`src/rtl/perf_pkg.sv`:
```
// Shared types, read-select codes and helpers for the performance monitor.
package perf_pkg;

  typedef enum logic [1:0] {
    IDLE,
    RUN,
    DIVIDE,
    DONE
  } perf_state_t;

  localparam logic [2:0] SEL_CYCLES   = 3'd0;
  localparam logic [2:0] SEL_RETIRED  = 3'd1;
  localparam logic [2:0] SEL_STALLS   = 3'd2;
  localparam logic [2:0] SEL_FLUSHES  = 3'd3;
  localparam logic [2:0] SEL_CPI      = 3'd4;
  localparam logic [2:0] SEL_FINAL_PC = 3'd5;

  // Increment that sticks at the all-ones value of a width-bit counter.
  function automatic logic [63:0] sat_inc(input logic [63:0] value,
                                          input logic        en,
                                          input int unsigned width);
    logic [63:0] max_val;
    max_val = (width >= 64) ? '1 : ((64'd1 << width) - 64'd1);
    return (en && (value != max_val)) ? value + 64'd1 : value;
  endfunction

endpackage

```
`src/rtl/perf_serial_div.sv`:
```
// Restoring serial divider: one quotient bit per cycle, first bit resolved on the
// load edge so a DIVIDEND_W-bit divide completes after exactly DIVIDEND_W edges.
module perf_serial_div
  import perf_pkg::*;
#(
  parameter int unsigned DIVIDEND_W = 40,
  parameter int unsigned QUOT_W     = 32
) (
  input  logic                  clk,
  input  logic                  reset,
  input  logic                  start,
  input  logic [DIVIDEND_W-1:0] dividend,
  input  logic [QUOT_W-1:0]     divisor,
  output logic                  busy,
  output logic                  done,
  output logic [QUOT_W-1:0]     quotient
);

  localparam int unsigned CNT_BITS = $clog2(DIVIDEND_W + 1);

  logic [QUOT_W-1:0]     rem_r;
  logic [DIVIDEND_W-1:0] shift_r;
  logic [CNT_BITS-1:0]   step_cnt;

  logic                  load;
  logic [QUOT_W-1:0]     rem_src;
  logic [DIVIDEND_W-1:0] shift_src;
  logic [QUOT_W:0]       trial;
  logic [QUOT_W:0]       diff;
  logic                  take;
  logic [QUOT_W-1:0]     rem_next;
  logic [DIVIDEND_W-1:0] shift_next;

  assign load = start && !busy;

  // shift_r carries the unconsumed dividend bits in its top and the quotient
  // bits accumulated so far in its bottom.
  always_comb begin
    rem_src    = load ? '0 : rem_r;
    shift_src  = load ? dividend : shift_r;
    trial      = {rem_src, shift_src[DIVIDEND_W-1]};
    diff       = trial - {1'b0, divisor};
    take       = ~diff[QUOT_W];
    rem_next   = take ? diff[QUOT_W-1:0] : trial[QUOT_W-1:0];
    shift_next = {shift_src[DIVIDEND_W-2:0], take};
  end

  always_ff @(posedge clk) begin
    if (reset) begin
      rem_r    <= '0;
      shift_r  <= '0;
      step_cnt <= '0;
      busy     <= 1'b0;
      done     <= 1'b0;
      quotient <= '0;
    end else begin
      done <= 1'b0;
      if (load) begin
        if (divisor == '0) begin
          quotient <= '1;
          done     <= 1'b1;
        end else begin
          rem_r    <= rem_next;
          shift_r  <= shift_next;
          step_cnt <= CNT_BITS'(1);
          busy     <= 1'b1;
        end
      end else if (busy) begin
        rem_r    <= rem_next;
        shift_r  <= shift_next;
        step_cnt <= step_cnt + 1'b1;
        if (step_cnt == CNT_BITS'(DIVIDEND_W - 1)) begin
          busy     <= 1'b0;
          done     <= 1'b1;
          quotient <= (|shift_next[DIVIDEND_W-1:QUOT_W]) ? '1 : shift_next[QUOT_W-1:0];
        end
      end
    end
  end

endmodule

```
`src/rtl/perf_monitor.sv`:
```
// Run-statistics monitor: counts cycles/retires/stalls/flushes until the fetch PC
// reaches PC_LIMIT, then derives fixed-point CPI; results via a registered read port.
module perf_monitor
  import perf_pkg::*;
#(
  parameter int unsigned CNT_W    = 32,
  parameter int unsigned PC_LIMIT = 400,
  parameter int unsigned FRAC_W   = 8
) (
  input  logic             clk,
  input  logic             reset,
  input  logic             start,
  input  logic [31:0]      pc_if,
  input  logic             retire_valid,
  input  logic             stall,
  input  logic             flush,
  input  logic             rd_req,
  input  logic [2:0]       rd_sel,
  output logic             rd_valid,
  output logic [CNT_W-1:0] rd_data,
  output logic             busy,
  output logic             done
);

  localparam int unsigned DIV_W = CNT_W + FRAC_W;

  perf_state_t state;

  logic [CNT_W-1:0] cycles, retired, stalls, flushes;
  logic [CNT_W-1:0] cpi_q, final_pc;
  logic [CNT_W-1:0] cycles_next, retired_next, stalls_next, flushes_next;
  logic [CNT_W-1:0] rd_mux;

  logic             at_limit;
  logic             div_start;
  logic             div_busy;
  logic             div_done;
  logic [DIV_W-1:0] div_dividend;
  logic [CNT_W-1:0] div_quotient;

  assign cycles_next  = CNT_W'(sat_inc(64'(cycles),  1'b1,         CNT_W));
  assign retired_next = CNT_W'(sat_inc(64'(retired), retire_valid, CNT_W));
  assign stalls_next  = CNT_W'(sat_inc(64'(stalls),  stall,        CNT_W));
  assign flushes_next = CNT_W'(sat_inc(64'(flushes), flush,        CNT_W));

  assign at_limit = pc_if >= 32'(PC_LIMIT);

  // The divider is loaded from the post-increment counts on the final RUN edge,
  // so the last RUN cycle is included and DIVIDE spans exactly DIV_W cycles.
  assign div_start    = (state == RUN) && at_limit;
  assign div_dividend = {cycles_next, {FRAC_W{1'b0}}};

  perf_serial_div #(
    .DIVIDEND_W(DIV_W),
    .QUOT_W    (CNT_W)
  ) u_div (
    .clk     (clk),
    .reset   (reset),
    .start   (div_start),
    .dividend(div_dividend),
    .divisor (retired_next),
    .busy    (div_busy),
    .done    (div_done),
    .quotient(div_quotient)
  );

  always_ff @(posedge clk) begin
    if (reset) begin
      state    <= IDLE;
      cycles   <= '0;
      retired  <= '0;
      stalls   <= '0;
      flushes  <= '0;
      cpi_q    <= '0;
      final_pc <= '0;
      busy     <= 1'b0;
      done     <= 1'b0;
    end else begin
      case (state)
        IDLE, DONE: begin
          if (start) begin
            cycles  <= '0;
            retired <= '0;
            stalls  <= '0;
            flushes <= '0;
            cpi_q   <= '0;
            state   <= RUN;
            busy    <= 1'b1;
            done    <= 1'b0;
          end
        end
        RUN: begin
          cycles  <= cycles_next;
          retired <= retired_next;
          stalls  <= stalls_next;
          flushes <= flushes_next;
          if (at_limit) begin
            final_pc <= CNT_W'(pc_if);
            state    <= DIVIDE;
          end
        end
        DIVIDE: begin
          if (div_done && !div_busy) begin
            cpi_q <= div_quotient;
            state <= DONE;
            busy  <= 1'b0;
            done  <= 1'b1;
          end
        end
        default: state <= IDLE;
      endcase
    end
  end

  always_comb begin
    rd_mux = '0;
    case (rd_sel)
      SEL_CYCLES:   rd_mux = cycles;
      SEL_RETIRED:  rd_mux = retired;
      SEL_STALLS:   rd_mux = stalls;
      SEL_FLUSHES:  rd_mux = flushes;
      SEL_CPI:      rd_mux = cpi_q;
      SEL_FINAL_PC: rd_mux = final_pc;
      default:      rd_mux = '0;
    endcase
  end

  always_ff @(posedge clk) begin
    if (reset) begin
      rd_valid <= 1'b0;
      rd_data  <= '0;
    end else begin
      rd_valid <= rd_req;
      if (rd_req) begin
        rd_data <= rd_mux;
      end
    end
  end

endmodule
```
`config.mk`:
```
export PLATFORM = sky130hd
export DESIGN_NAME = perf_monitor
export DESIGN_NICKNAME = d
export VERILOG_FILES = /design/src/rtl/perf_pkg.sv /design/src/rtl/perf_serial_div.sv /design/src/rtl/perf_monitor.sv
export SDC_FILE = /design/constraint.sdc
export NUM_CORES = 1
export LEC_CHECK = 0
export CAP_MARGIN = 20
export CORE_MARGIN = 5
export CORE_UTILIZATION = 55
export CTS_CLUSTER_DIAMETER = 40
export DETAILED_ROUTE_END_ITERATION = 10
export DONT_BUFFER_PORTS = 1
export GPL_TIMING_DRIVEN = 0
export PLACE_DENSITY = 0.77
export SLEW_MARGIN = 5
export SYNTH_ARGS = -nofsm -noshare
export SYNTH_HDL_FRONTEND = slang
export SYNTH_SLANG_ARGS = --single-unit
```
`constraint.sdc`:
```
create_clock -name clk -period 7.65 [get_ports clk]
set_input_delay 1.1475 -clock clk [delete_from_list [all_inputs] [get_ports clk]]
set_output_delay 1.1475 -clock clk [all_outputs]
set_load 0.03 [all_outputs]
```
; Word-level counts from Yosys, hierarchy flattened
; Index checks and enable logic that the tools add are counted.
; Widths: inputs -> output; s select.
[totals]
out_inout_bits = 35
elab_cells = 116
regBits = 341
[classes]
n_lt_le_gt_ge = 1
mux = 47
add_sub_neg = 6
reduce_logical = 24
n_bitwise = 1
eq_ne = 20
[op_table]
columns = operator, count
row1 = $mux 32, 16
row2 = $pmux 32 s2, 5
row3 = $pmux 32 s6, 1
row4 = $mux 40, 4
row5 = $add 32x1->32 const B, 4
row6 = $ne 32x32->1 const B, 4
row7 = $sub 33x32->33, 1
row8 = $ge 32x9->1 const B, 1
row9 = $logic_not 32->1, 1
row10 = $mux 6, 3
row11 = $reduce_and 3->1, 5
row12 = $ne 2x2->1 const B, 7
row13 = $mux 1, 12
row14 = $reduce_bool 2->1, 4
row15 = $reduce_or 8->1, 1
row16 = $add 6x1->6 const B, 1
row17 = $eq 3x2->1 const B, 2
row18 = $eq 3x3->1 const B, 2
row19 = $eq 6x6->1 const B, 1
row20 = $logic_and 1x1->1, 6
row21 = $mux 2, 3
row22 = $pmux 2 s3, 1
row23 = $reduce_and 2->1, 3
row24 = $eq 2x2->1 const B, 2
row25 = 8 further kinds, 9

; Logic depth before layout (Yosys ltp)
; Gate-level depths: netlist (run 1).
[logic_depth]
ltp_word = 10
depth_mapped = 21

; Hierarchy
; A second synthesis (run 1) with hierarchy kept.
[hier_totals]
hier_cells = 2493
hier_area_um2 = 19997.9
[by_module_without_submodules]
columns = module, area_per_inst_um2, n_inst, cells_per_inst
row1 = perf_monitor, 13141.4, 1, 1598
row2 = perf_serial_div, 6856.6, 1, 895

; Worst setup path after synthesis (run 1)
; OpenSTA, ideal clock, no wires.
[synth_path]
path_kind = input to register
startpoint = in pc_if[4]
endpoint = reg u_div.rem_r[16]
cell_stages = 19
setup_time_ps = 128
t_required_ps = 7522
arrival_time_ps = 5529
path_buffers = 5
path_slack_ps = 1993
path_cell_list = o311ai_0 > nand3_1 > o21ai_1 > or2_2 > clkbuf_1 > clkbuf_1 > clkbuf_1 > and2_1 > ha_1 > clkbuf_1 > nand3_1 > nor2_1 > or4b_2 > o21ai_1 > xnor2_1 > clkbuf_1 > mux2_2 > mux2i_1 > nor2_1
[synth_between]
elab_chain_cells = 8
word_cells_on_any_way = 13
[synth_rtl]
columns = item, line_no
row1 = start: declaration, perf_monitor.sv:13  ; input logic [31:0] pc_if,
row2 = $ge 32x9->1 (*), perf_monitor.sv:46  ; assign at_limit = pc_if >= 32'(PC_LIMIT);
row3 = $logic_and 1x1->1 (*), perf_monitor.sv:50  ; assign div_start = (state == RUN) && at_limit;
row4 = $logic_and 1x1->1 (*), perf_serial_div.sv:34  ; assign load = start && !busy;
row5 = $mux 40 / $mux 32 (equally long branches), "perf_serial_div.sv:40, perf_serial_div.sv:39"
row6 = $sub 33x32->33, perf_serial_div.sv:42  ; diff = trial - {1'b0, divisor};
row7 = $mux 32, perf_serial_div.sv:44  ; rem_next = take ? diff[QUOT_W-1:0] : trial[QUOT_W-1:0];
row8 = $mux 32 (on tied branches), "perf_serial_div.sv:68, perf_serial_div.sv:59"
row9 = $mux 32, perf_serial_div.sv:58  ; if (load) begin
row10 = end signal: assignment, perf_serial_div.sv:63  ; rem_r <= rem_next;
row11 = end signal: assignment, perf_serial_div.sv:69  ; rem_r <= rem_next;
row12 = end: declaration, perf_serial_div.sv:21  ; logic [QUOT_W-1:0] rem_r;
; Every way passes the cells marked *; elsewhere a longest branch is shown, timed or not. The select of a mux whose other input is x is not followed.
; A chain may end at the register's enable or synchronous reset.

; Worst setup path in the final report (run 1)
[layout_path]
startpoint = in pc_if[4]
endpoint = reg u_div.rem_r[29]
; The elaborated chain is that of the path after synthesis.

==> results_dict.tcl, run 1 <==
set metrics [dict create \
    dp_hpwl_um 52900 \
    p_int_mw 4.81 \
    period_share_pct 97.4 \
    path_max_fanout 10 \
    cts_num_sinks 341 \
    drt_iter0_drc 2489 \
    start_util_pct 55.8 \
    maxCapViolCount 0 \
    n_fill_cell 2987 \
    floorplan.die_area_sq_um 39000 \
    synth_nets 2483 \
    hold_buffers 0 \
    p_comb_share_pct 44.0 \
    drive_gt1_share_pct 7.34 \
    cts_resized 0 \
    cts_made_buffers 50 \
    ys_types 83 \
    status "finished clean" \
    yosys_most_used_dff "dfxtp_1" \
    clk_pin_slew_ns 0.06 \
    cts_setup_buffers 0 \
    grt_antenna_before_repair 3 \
    routed_via_density 6.58 \
    clockBufferDepth 3 \
    clkPwrFrac_pct 29.5 \
    area_delta_synth_final_pct 12.2 \
    dpl-instance-area_sq_um 19900 \
    grt_pass1_vias 18000 \
    cp_data_required_time_ns 8.08 \
    synthTopCellsByCount "nor2_1, dfxtp_1, nand2_1" \
    cp_common_cell "clkbuf_1" \
    die_h_um 198 \
    p_leak_nw 8.16 \
    wl_per_cell_um 23.7 \
    min_path_cells 2 \
    slew-limit-headroom_pct 17.1 \
    async_flop_share_pct 0 \
    ys_top_cells_by_area "dfxtp_1, nor2_1, mux2i_1" \
    clock_latency_ns 0.58 \
    cts_tree "yes" \
    post-route-util_pct 62.6 \
    synth_edf_count 0 \
    path_depth 19 \
    grt_pass1_wl_um 106000 \
    yosys_warnings 0 \
    antenna_left 0 \
    cp.arrival_ns 7.88 \
    crit_chain "o311ai_0 -> nand3_1 -> o21ai_1 -> or2_2 -> clkbuf_1 -> clkbuf_1 -> clkbuf_1 -> and2_1 -> ha_1 -> clkbuf_1 -> nand3_1 -> nor2_1 -> or4b_2 -> o21ai_1 -> xor2_1 -> clkbuf_1 -> nor2_1 -> a221oi_1 -> a21oi_1" \
    drtPass1Iterations 6 \
    rsz0062_at_grt "false" \
    hold_path.class "reg -> reg" \
    cts-root-buf "clkbuf_16" \
    tns_ns 0 \
    io_buffers 0 \
    grt_use_total_pct 34.7 \
    tightest_slew_ns 1.23 \
    synth.top_cell.area_share_pct 35.3 \
    critPathSlowestCell "o21ai_1" \
    p_seq_share_pct 26.4 \
    synth_cells 2400 \
    place_congestion 1.01 \
    reg2reg_depth 20 \
    nets 2536 \
    h-tree-depth 2 \
    skew_ns 0.0290 \
    timing.reg2reg.setup_slack_ns 0.70 \
    row_count 68 \
    seq_area_frac_synth_pct 35.3 \
    finalInstanceArea_sq_um 21700 \
    synth-seq-cells 341 \
    yosysMostFrequentCell "nor2_1" \
    drt-total-wl_um 70000 \
    drc 0 \
    criticalPathCategory "in -> reg" \
    num_vias 19400 \
    grt_max_degree 14 \
    synth.avg_cell_area_sq_um 8.06 \
    cp-start-kind "primary input" \
    switching_share_pct 41.6 \
    fmax_mhz 134 \
    finalMaxSlewViolations 0 \
    vdd_ir_drop_max_v 0.000249 \
    syn_area_sq_um 19300 \
    p_sw_mw 3.42 \
    power_density_nw_per_um2 379 \
    core_sq_um 34600 \
    synth.largest_area_cell "dfxtp_1" \
    final-setup-viol-count 0 \
    max_stage_delay_ns 0.90 \
    endpoint_kind "flip-flop" \
    hold_viol_final 0 \
    die_w_um 198 \
    io_pins 77 \
    globalRouteOverflowTotal 0 \
    period_minus_slack_ns 7.45 \
    crit_buf_inv 5 \
    critical_path.top_delay_family "buffers and inverters" \
]
registers in the layout (all words and copies together) (netlist names), 2 cells and up:
name and count:
cycles 32, state 2, u_div.shift_r 40, cpi_q 32, rd_data 32, stalls 32, u_div.rem_r 32, final_pc 32
retired 32, flushes 32, u_div.quotient 32, u_div.step_cnt 6
logic make-up after synthesis:
kind of cell	count (synthesis)	share of synthesized area (%)
and+or+nand+nor	943	23.1
AOI/OAI and AO/OA	565	19.3
DFF	341	35.3
buffers and inverters	216	4.58
muxes	153	8.66
xor gates and xnor gates	141	6.39
adders and majority gates	41	2.69
stage by stage:
stage	instances	setup WS, ns	power, mW	hold WS [ns]
floorplan	2400	1.99	4.74	0.428
global placement	2855	-0.0225	5.61	0.444
detailed placement	2855	-0.137	5.67	0.448
CTS	2946	0.387	8.12	0.457
global route	2947	0.0984	8.60	0.476
finish	2948	0.199	8.23	0.457
per-layer routing:
layer	track usage, %	vias to the layer above	wire, um	share of wire, %
met5	0	-	20	0.029
met4	11.9	2	2640	3.8
met3	9.28	192	9190	13
met2	52.0	1158	29600	42
met1	48.6	9277	28500	41
li1	-	8765	-	-
placed cells by master, fill, tap and decap left out, types with 27 or more instances in the layout:
master,n
clkbuf_16,51
xor2_1,72
and2_1,55
mux2_2,34
a22oi_1,30
nand2_1,190
o311a_1,31
a211oi_1,40
a31oi_1,27
dfxtp_1,341
clkbuf_1,152
mux2i_1,111
nor2_1,381
xnor2_1,69
a21oi_1,176
o21ai_0,100
nand3_1,101
ha_1,40
nand4_1,40
nor3_1,39
worst min-delay path, cell delays in order, from the launching register on:
cell and delay (ns):
dfxtp_1 0.31, nand2_1 0.05, a21oi_1 0.05
layout make-up:
| type | count | area, sq um | area share (%) |
|---|---|---|---|
| Multi-Input combinational cell | 1843 | 11600 | 53.6 |
| Timing Repair Buffer | 1 | 5.00 | 0.0231 |
| Clock inverter | 31 | 434 | 2.00 |
| Clock buffer | 60 | 1340 | 6.18 |
| Tap cell | 455 | 569 | 2.62 |
| Buffer | 192 | 796 | 3.67 |
| Sequential cell | 341 | 6830 | 31.5 |
| Antenna cell | 1 | 2.50 | 0.0115 |
| Inverter | 24 | 90.1 | 0.415 |
power groups by stage:
stage	clock (mW)	sequential, mW	combinational (mW)
after floorplan	0	2.14	2.60
after global placement	0	2.19	3.42
after detailed placement	0	2.20	3.47
after CTS	2.44	2.17	3.51
after global routing	2.52	2.19	3.89
final	2.43	2.18	3.62
final timing paths:
kind,startpoint,end
hold / removal,u_div.quotient[8],cpi_q[8]
hold reg to reg,u_div.quotient[8],cpi_q[8]
setup reg to reg,state[1],u_div.rem_r[29]
setup / recovery,pc_if[4],u_div.rem_r[29]
(Power assumes the default switching activity.)
==> inputs of run 2 (changes only) <==
--- a/config.mk
+++ b/config.mk
@@ -13,6 +13,7 @@
 export DONT_BUFFER_PORTS = 1
 export GPL_TIMING_DRIVEN = 0
 export PLACE_DENSITY = 0.77
+export RECOVER_POWER = 100
 export SLEW_MARGIN = 5
 export SYNTH_ARGS = -nofsm -noshare
 export SYNTH_HDL_FRONTEND = slang
==> run 2 against run 1 <==
Effect of this change:
- die area did not move
- clock-buffer cell count did not move
- maximum frequency rose by 0.11%
- clock skew fell by 0.0020 ns
- critical path type unchanged
- critical endpoint unchanged
- largest cell class unchanged
- highest routed layer is now met4
==> results_dict.tcl, run 2 (synthesis gave the netlist of run 1 again) <==
set metrics [dict create \
    status "finished clean" \
    skew_ns 0.0271 \
    cts_made_buffers 50 \
    cts_tree "yes" \
    drt_iter0_drc 2335 \
    crit_path_end "u_div.rem_r[29]" \
    grt_pass1_vias 18000 \
    timing.reg2reg.setup_slack_ns 0.50 \
    clockBufferDepth 3 \
    num_vias 19400 \
    grt_max_degree 14 \
    cp-startpoint "pc_if[4]" \
    floorplan.die_area_sq_um 39000 \
    antenna_cells 0 \
    criticalPathCategory "in -> reg" \
    clk_pin_slew_ns 0.06 \
    hold_path.class "reg -> reg" \
    fmax_mhz 134 \
    die_h_um 198 \
    top_register "u_div.shift_r" \
    period_share_pct 97.3 \
    io_pins 77 \
    globalRouteOverflowTotal 0 \
    power_density_nw_per_um2 379 \
    cts_resized 0 \
    p_leak_nw 8.08 \
    whs_ns 0.457 \
    total_power_mw 8.20 \
    nets 2536 \
    post-route-util_pct 62.4 \
    cts_setup_buffers 0 \
    final-setup-viol-count 0 \
    cp-start-kind "primary input" \
    grt_pass1_wl_um 106000 \
    tightest_slew_ns 1.32 \
    wl_per_cell_um 23.8 \
    area_delta_synth_final_pct 11.8 \
    cts_num_sinks 341 \
    grt_use_total_pct 34.7 \
    drt-total-wl_um 70100 \
    final_common_cell "nor2_1" \
    reg2reg_depth 17 \
    io_buffers 0 \
    r2r_start "retired[7]" \
    finalMaxSlewViolations 0 \
    endpoint_kind "flip-flop" \
    hold_buffers 0 \
    dpl-instance-area_sq_um 19900 \
    drtPass1Iterations 7 \
    layout_common_cells "nor2_1, dfxtp_1, nand2_1" \
    core_sq_um 34600 \
    clock_latency_ns 0.58 \
    vdd_ir_drop_max_v 0.000250 \
    start_util_pct 55.8 \
    place_congestion 1.01 \
    drive_gt1_share_pct 6.58 \
    cts-root-buf "clkbuf_16" \
    largest_reg_flops 40 \
    h-tree-depth 2 \
    hold_viol_final 0 \
    slew-limit-headroom_pct 10.9 \
    antenna_left 0 \
    row_count 68 \
    cp.arrival_ns 7.87 \
    finalInstanceArea_sq_um 21600 \
    path_max_fanout 10 \
    tns_ns 0 \
    drc 0 \
    grt_antenna_before_repair 3 \
    period_minus_slack_ns 7.44 \
    maxCapViolCount 0 \
    die_w_um 198 \
    r2r-end "u_div.rem_r[29]" \
    rsz0062_at_grt "false" \
    cp_data_required_time_ns 8.07 \
    dp_hpwl_um 52900 \
    routed_via_density 6.58 \
]
## run 2: cell type report
| type | count | area [sq um] |
|---|---|---|
| fill | 3011 | 13000 |
| multi-input combinational | 1843 | 11600 |
| inverter | 24 | 90.1 |
| clock inverter | 31 | 434 |
| timing repair buffer | 1 | 3.75 |
| tap | 455 | 569 |
| sequential | 341 | 6830 |
| buffer | 192 | 746 |
| clock buffer | 60 | 1340 |
## run 2: critical path, stage by stage
cell and delay, ns:
o311ai_0 0.42, nand3_1 0.17, o21ai_1 0.89, or2_2 0.24, clkbuf_1 0.37, clkbuf_1 0.54
clkbuf_1 0.48, and2_0 0.24, ha_1 0.15, clkbuf_1 0.28, nand3_1 0.16, nor2_1 0.14
or4b_2 0.59, o21ai_1 0.33, xor2_1 0.62, clkbuf_1 0.56, nor2_1 0.08, a221oi_1 0.34
a21oi_1 0.11
## run 2: how the worst min path moves through the flow
stage / startpoint / end / slack (ns) / depth (start not counted)
floorplan: u_div.shift_r[39] / u_div.shift_r[39] / 0.43 / 2
global placement: u_div.quotient[7] / cpi_q[7] / 0.44 / 2
detailed placement: u_div.quotient[8] / cpi_q[8] / 0.45 / 2
CTS: u_div.quotient[8] / cpi_q[8] / 0.46 / 2
global route: u_div.quotient[8] / cpi_q[8] / 0.48 / 2
finish: u_div.quotient[8] / cpi_q[8] / 0.46 / 2
## run 2: routing by layer
metal,vias to the layer above,wire length (um),track usage [%]
met1,9244,28800,48.6
li1,8775,-,-
met5,-,0,0
met2,1192,29700,52.0
met3,186,8940,9.28
met4,0,2630,11.9
## run 2: through the flow
step | worst slack [ns] | instances
after global routing | 0.0626 | 2947
final | 0.208 | 2947
after global placement | -0.0225 | 2855
after floorplan | 1.99 | 2400
after CTS | 0.387 | 2946
after detailed placement | -0.137 | 2855
## run 2: power breakdown
part / internal, mW / switching (mW) / leakage [nW]
logic: 1.25 / 2.34 / 4.45
registers: 1.99 / 0.182 / 2.77
clock network: 1.54 / 0.897 / 0.862
total: 4.78 / 3.42 / 8.08
==> inputs of run 3 (changes only) <==
--- a/config.mk
+++ b/config.mk
@@ -5,6 +5,7 @@
 export SDC_FILE = /design/constraint.sdc
 export NUM_CORES = 1
 export LEC_CHECK = 0
+export ABC_AREA = 1
 export CAP_MARGIN = 20
 export CORE_MARGIN = 5
 export CORE_UTILIZATION = 55
==> run 3 against run 2 <==
Effect of this change:
- clock skew up 0.0019 ns
- flip-flop and latch count unchanged
- via count up 16%
- global-route usage up 3.1 points
- first-iteration DRC count up 9.2%
- sequential power up 2%
- sequential share of layout area down 1.2 points
- critical path depth up 8
- worst setup slack better by 1.6 ns
- core utilization down 0.60 points
- synthesized cell count up 34%
==> results_dict.tcl, run 3 <==
set metrics [dict create \
    core_sq_um 36300 \
    ys_top_cells_by_area "dfxtp_1, nand2_1, nor2_1" \
    row_count 70 \
    total_power_mw 8.21 \
    period_share_pct 75.8 \
    p_leak_nw 9.10 \
    num_vias 22600 \
    synth_nets 3294 \
    grt_use_total_pct 37.8 \
    critPathSlowestCell "clkbuf_1" \
    min_from "final_pc[7]" \
    cts_tree "yes" \
    grt_pass1_vias 20900 \
    place_congestion 1.10 \
    cts-root-buf "clkbuf_16" \
    hold_viol_final 0 \
    min_path_cells 2 \
    ys_types 47 \
    r2r-end "u_div.shift_r[21]" \
    async_flop_share_pct 0 \
    synth_edf_count 0 \
    cp.arrival_ns 6.33 \
    slew-limit-headroom_pct 13.6 \
    routed_via_density 5.97 \
    path_max_fanout 10 \
    yosys_warnings 0 \
    cp_data_required_time_ns 8.19 \
    synth_cells 3211 \
    synth.largest_area_cell "dfxtp_1" \
    cts_made_buffers 53 \
    dp.cells 3679 \
    grt_pass1_wl_um 121000 \
    floorplan.die_area_sq_um 40600 \
    status "finished clean" \
    period_minus_slack_ns 5.80 \
    hold_path_end "final_pc[7]" \
    endpoint_kind "flip-flop" \
    drt-total-wl_um 80100 \
    final_common_cell "nand2_1" \
    synth.avg_cell_area_sq_um 6.27 \
    tns_ns 0 \
    power_density_nw_per_um2 365 \
    criticalPathCategory "in -> reg" \
    start_util_pct 55.4 \
    final-setup-viol-count 0 \
    dpl-instance-area_sq_um 20700 \
    die_h_um 201 \
    drc 0 \
    layout_common_cells "nand2_1, nor2_1, dfxtp_1" \
    synthTopCellsByCount "nand2_1, nor2_1, dfxtp_1" \
    vdd_ir_drop_max_v 0.000364 \
    drtPass1Iterations 6 \
    dp_hpwl_um 62900 \
    hold_buffers 0 \
    largest_reg_flops 40 \
    fmax_mhz 173 \
    clk_pin_slew_ns 0.06 \
    syn_area_sq_um 20100 \
    maxCapViolCount 0 \
    drive_gt1_share_pct 3.96 \
    finalInstanceArea_sq_um 22500 \
    reg2reg_depth 21 \
    nets 3349 \
    wl_per_cell_um 21.2 \
    globalRouteOverflowTotal 0 \
    cp-start-kind "primary input" \
    cp_common_cell "nand2_1" \
    io_buffers 0 \
    antenna_cells 0 \
    finalMaxSlewViolations 0 \
    top_register "u_div.shift_r" \
    grt_antenna_before_repair 1 \
    clockBufferDepth 3 \
    yosys_most_used_dff "dfxtp_1" \
    io_pins 77 \
    r2r_start "retired[0]" \
    n_fill_cell 3508 \
    seq_area_frac_synth_pct 33.9 \
    fin_cells 3779 \
    drt_iter0_drc 2550 \
    antenna_left 0 \
    tightest_slew_ns 1.28 \
    cts_resized 0 \
    die_w_um 201 \
    grt_max_degree 15 \
    yosysMostFrequentCell "nand2_1" \
    cts_num_sinks 341 \
    synth.top_cell.area_share_pct 33.9 \
    cts_setup_buffers 0 \
    h-tree-depth 2 \
    synth-seq-cells 341 \
    area_delta_synth_final_pct 11.5 \
    skew_ns 0.0289 \
    rsz0062_at_grt "false" \
    max_stage_delay_ns 0.53 \
    hold_path.class "reg -> reg" \
    timing.reg2reg.setup_slack_ns 1.93 \
    clock_latency_ns 0.62 \
]
[run 3: cell types whose count changed after synthesis, moves of 60 or more]
cell	before	now
a21oi_1	176	236
o21ai_0	100	204
mux2i_1	111	1
nor2_1	381	463
nand2_1	190	920
inv_1	24	288
nand3b_1	2	65
[run 3: worst max-delay path by stage]
| stage | startpoint | endpoint | slack (ns) | depth (start not counted) |
|---|---|---|---|---|
| global route | retired[0] | u_div.rem_r[22] | 1.44 | 23 |
| floorplan | pc_if[28] | u_div.rem_r[21] | 3.23 | 27 |
| global placement | pc_if[28] | u_div.rem_r[22] | 1.37 | 27 |
| finish | pc_if[28] | u_div.rem_r[22] | 1.85 | 27 |
| CTS | pc_if[28] | u_div.rem_r[22] | 1.99 | 27 |
| detailed placement | pc_if[28] | u_div.rem_r[22] | 1.37 | 27 |
[run 3: routing by layer]
layer | up-vias | global-route usage (%) | share of wire [%] | wire length, um
met5 | - | 0 | 0.025 | 20
met4 | 2 | 22.3 | 7.4 | 5960
met3 | 323 | 9.44 | 11 | 8560
met2 | 1306 | 59.2 | 43 | 34400
met1 | 10300 | 47.2 | 39 | 31200
li1 | 10600 | - | - | -
[run 3: area by class of cell]
class | count | area (sq um) | share of cell area (%)
multi-input cells | 2419 | 11500 | 51.3
flip-flops and latches | 341 | 6830 | 30.4
clock buffers | 60 | 1410 | 6.29
inverters | 294 | 1100 | 4.91
plain buffers | 157 | 612 | 2.72
well taps | 468 | 586 | 2.61
clock inverters | 40 | 403 | 1.79
[run 3: critical path: cells and delay by family]
kind,cells,cell delay [ns]
compound gates,2,0.55
fa+ha+maj,2,0.62
buf+inv,6,1.44
simple gates,17,2.53
[run 3: power by group]
part / switching, mW / internal, mW / total [mW]
Sequential: 0.216 / 2.02 / 2.23
Combinational: 2.46 / 1.05 / 3.51
Clock: 1.02 / 1.44 / 2.46
Total: 3.70 / 4.51 / 8.21
[run 3: metrics by stage]
step,hold slack [ns],worst slack [ns],utilization [%]
6_report,0.459,1.85,61.8
5_1_grt,0.465,1.44,61.8
4_1_cts,0.450,1.99,62.0
3_5_place_dp,0.441,1.37,57.0
3_3_place_gp,0.433,1.37,57.0
2_1_floorplan,0.423,3.23,-
[run 3: cell families after synthesis]
family          count (synthesis)  synth area share (%)
simple gates                 1736                  35.9
xor+xnor                       66                  2.87
fa+ha+maj                      41                  2.58
mux                             1                0.0497
buf+inv                       451                  8.74
compound gates                575                  15.9
flops                         341                  33.9
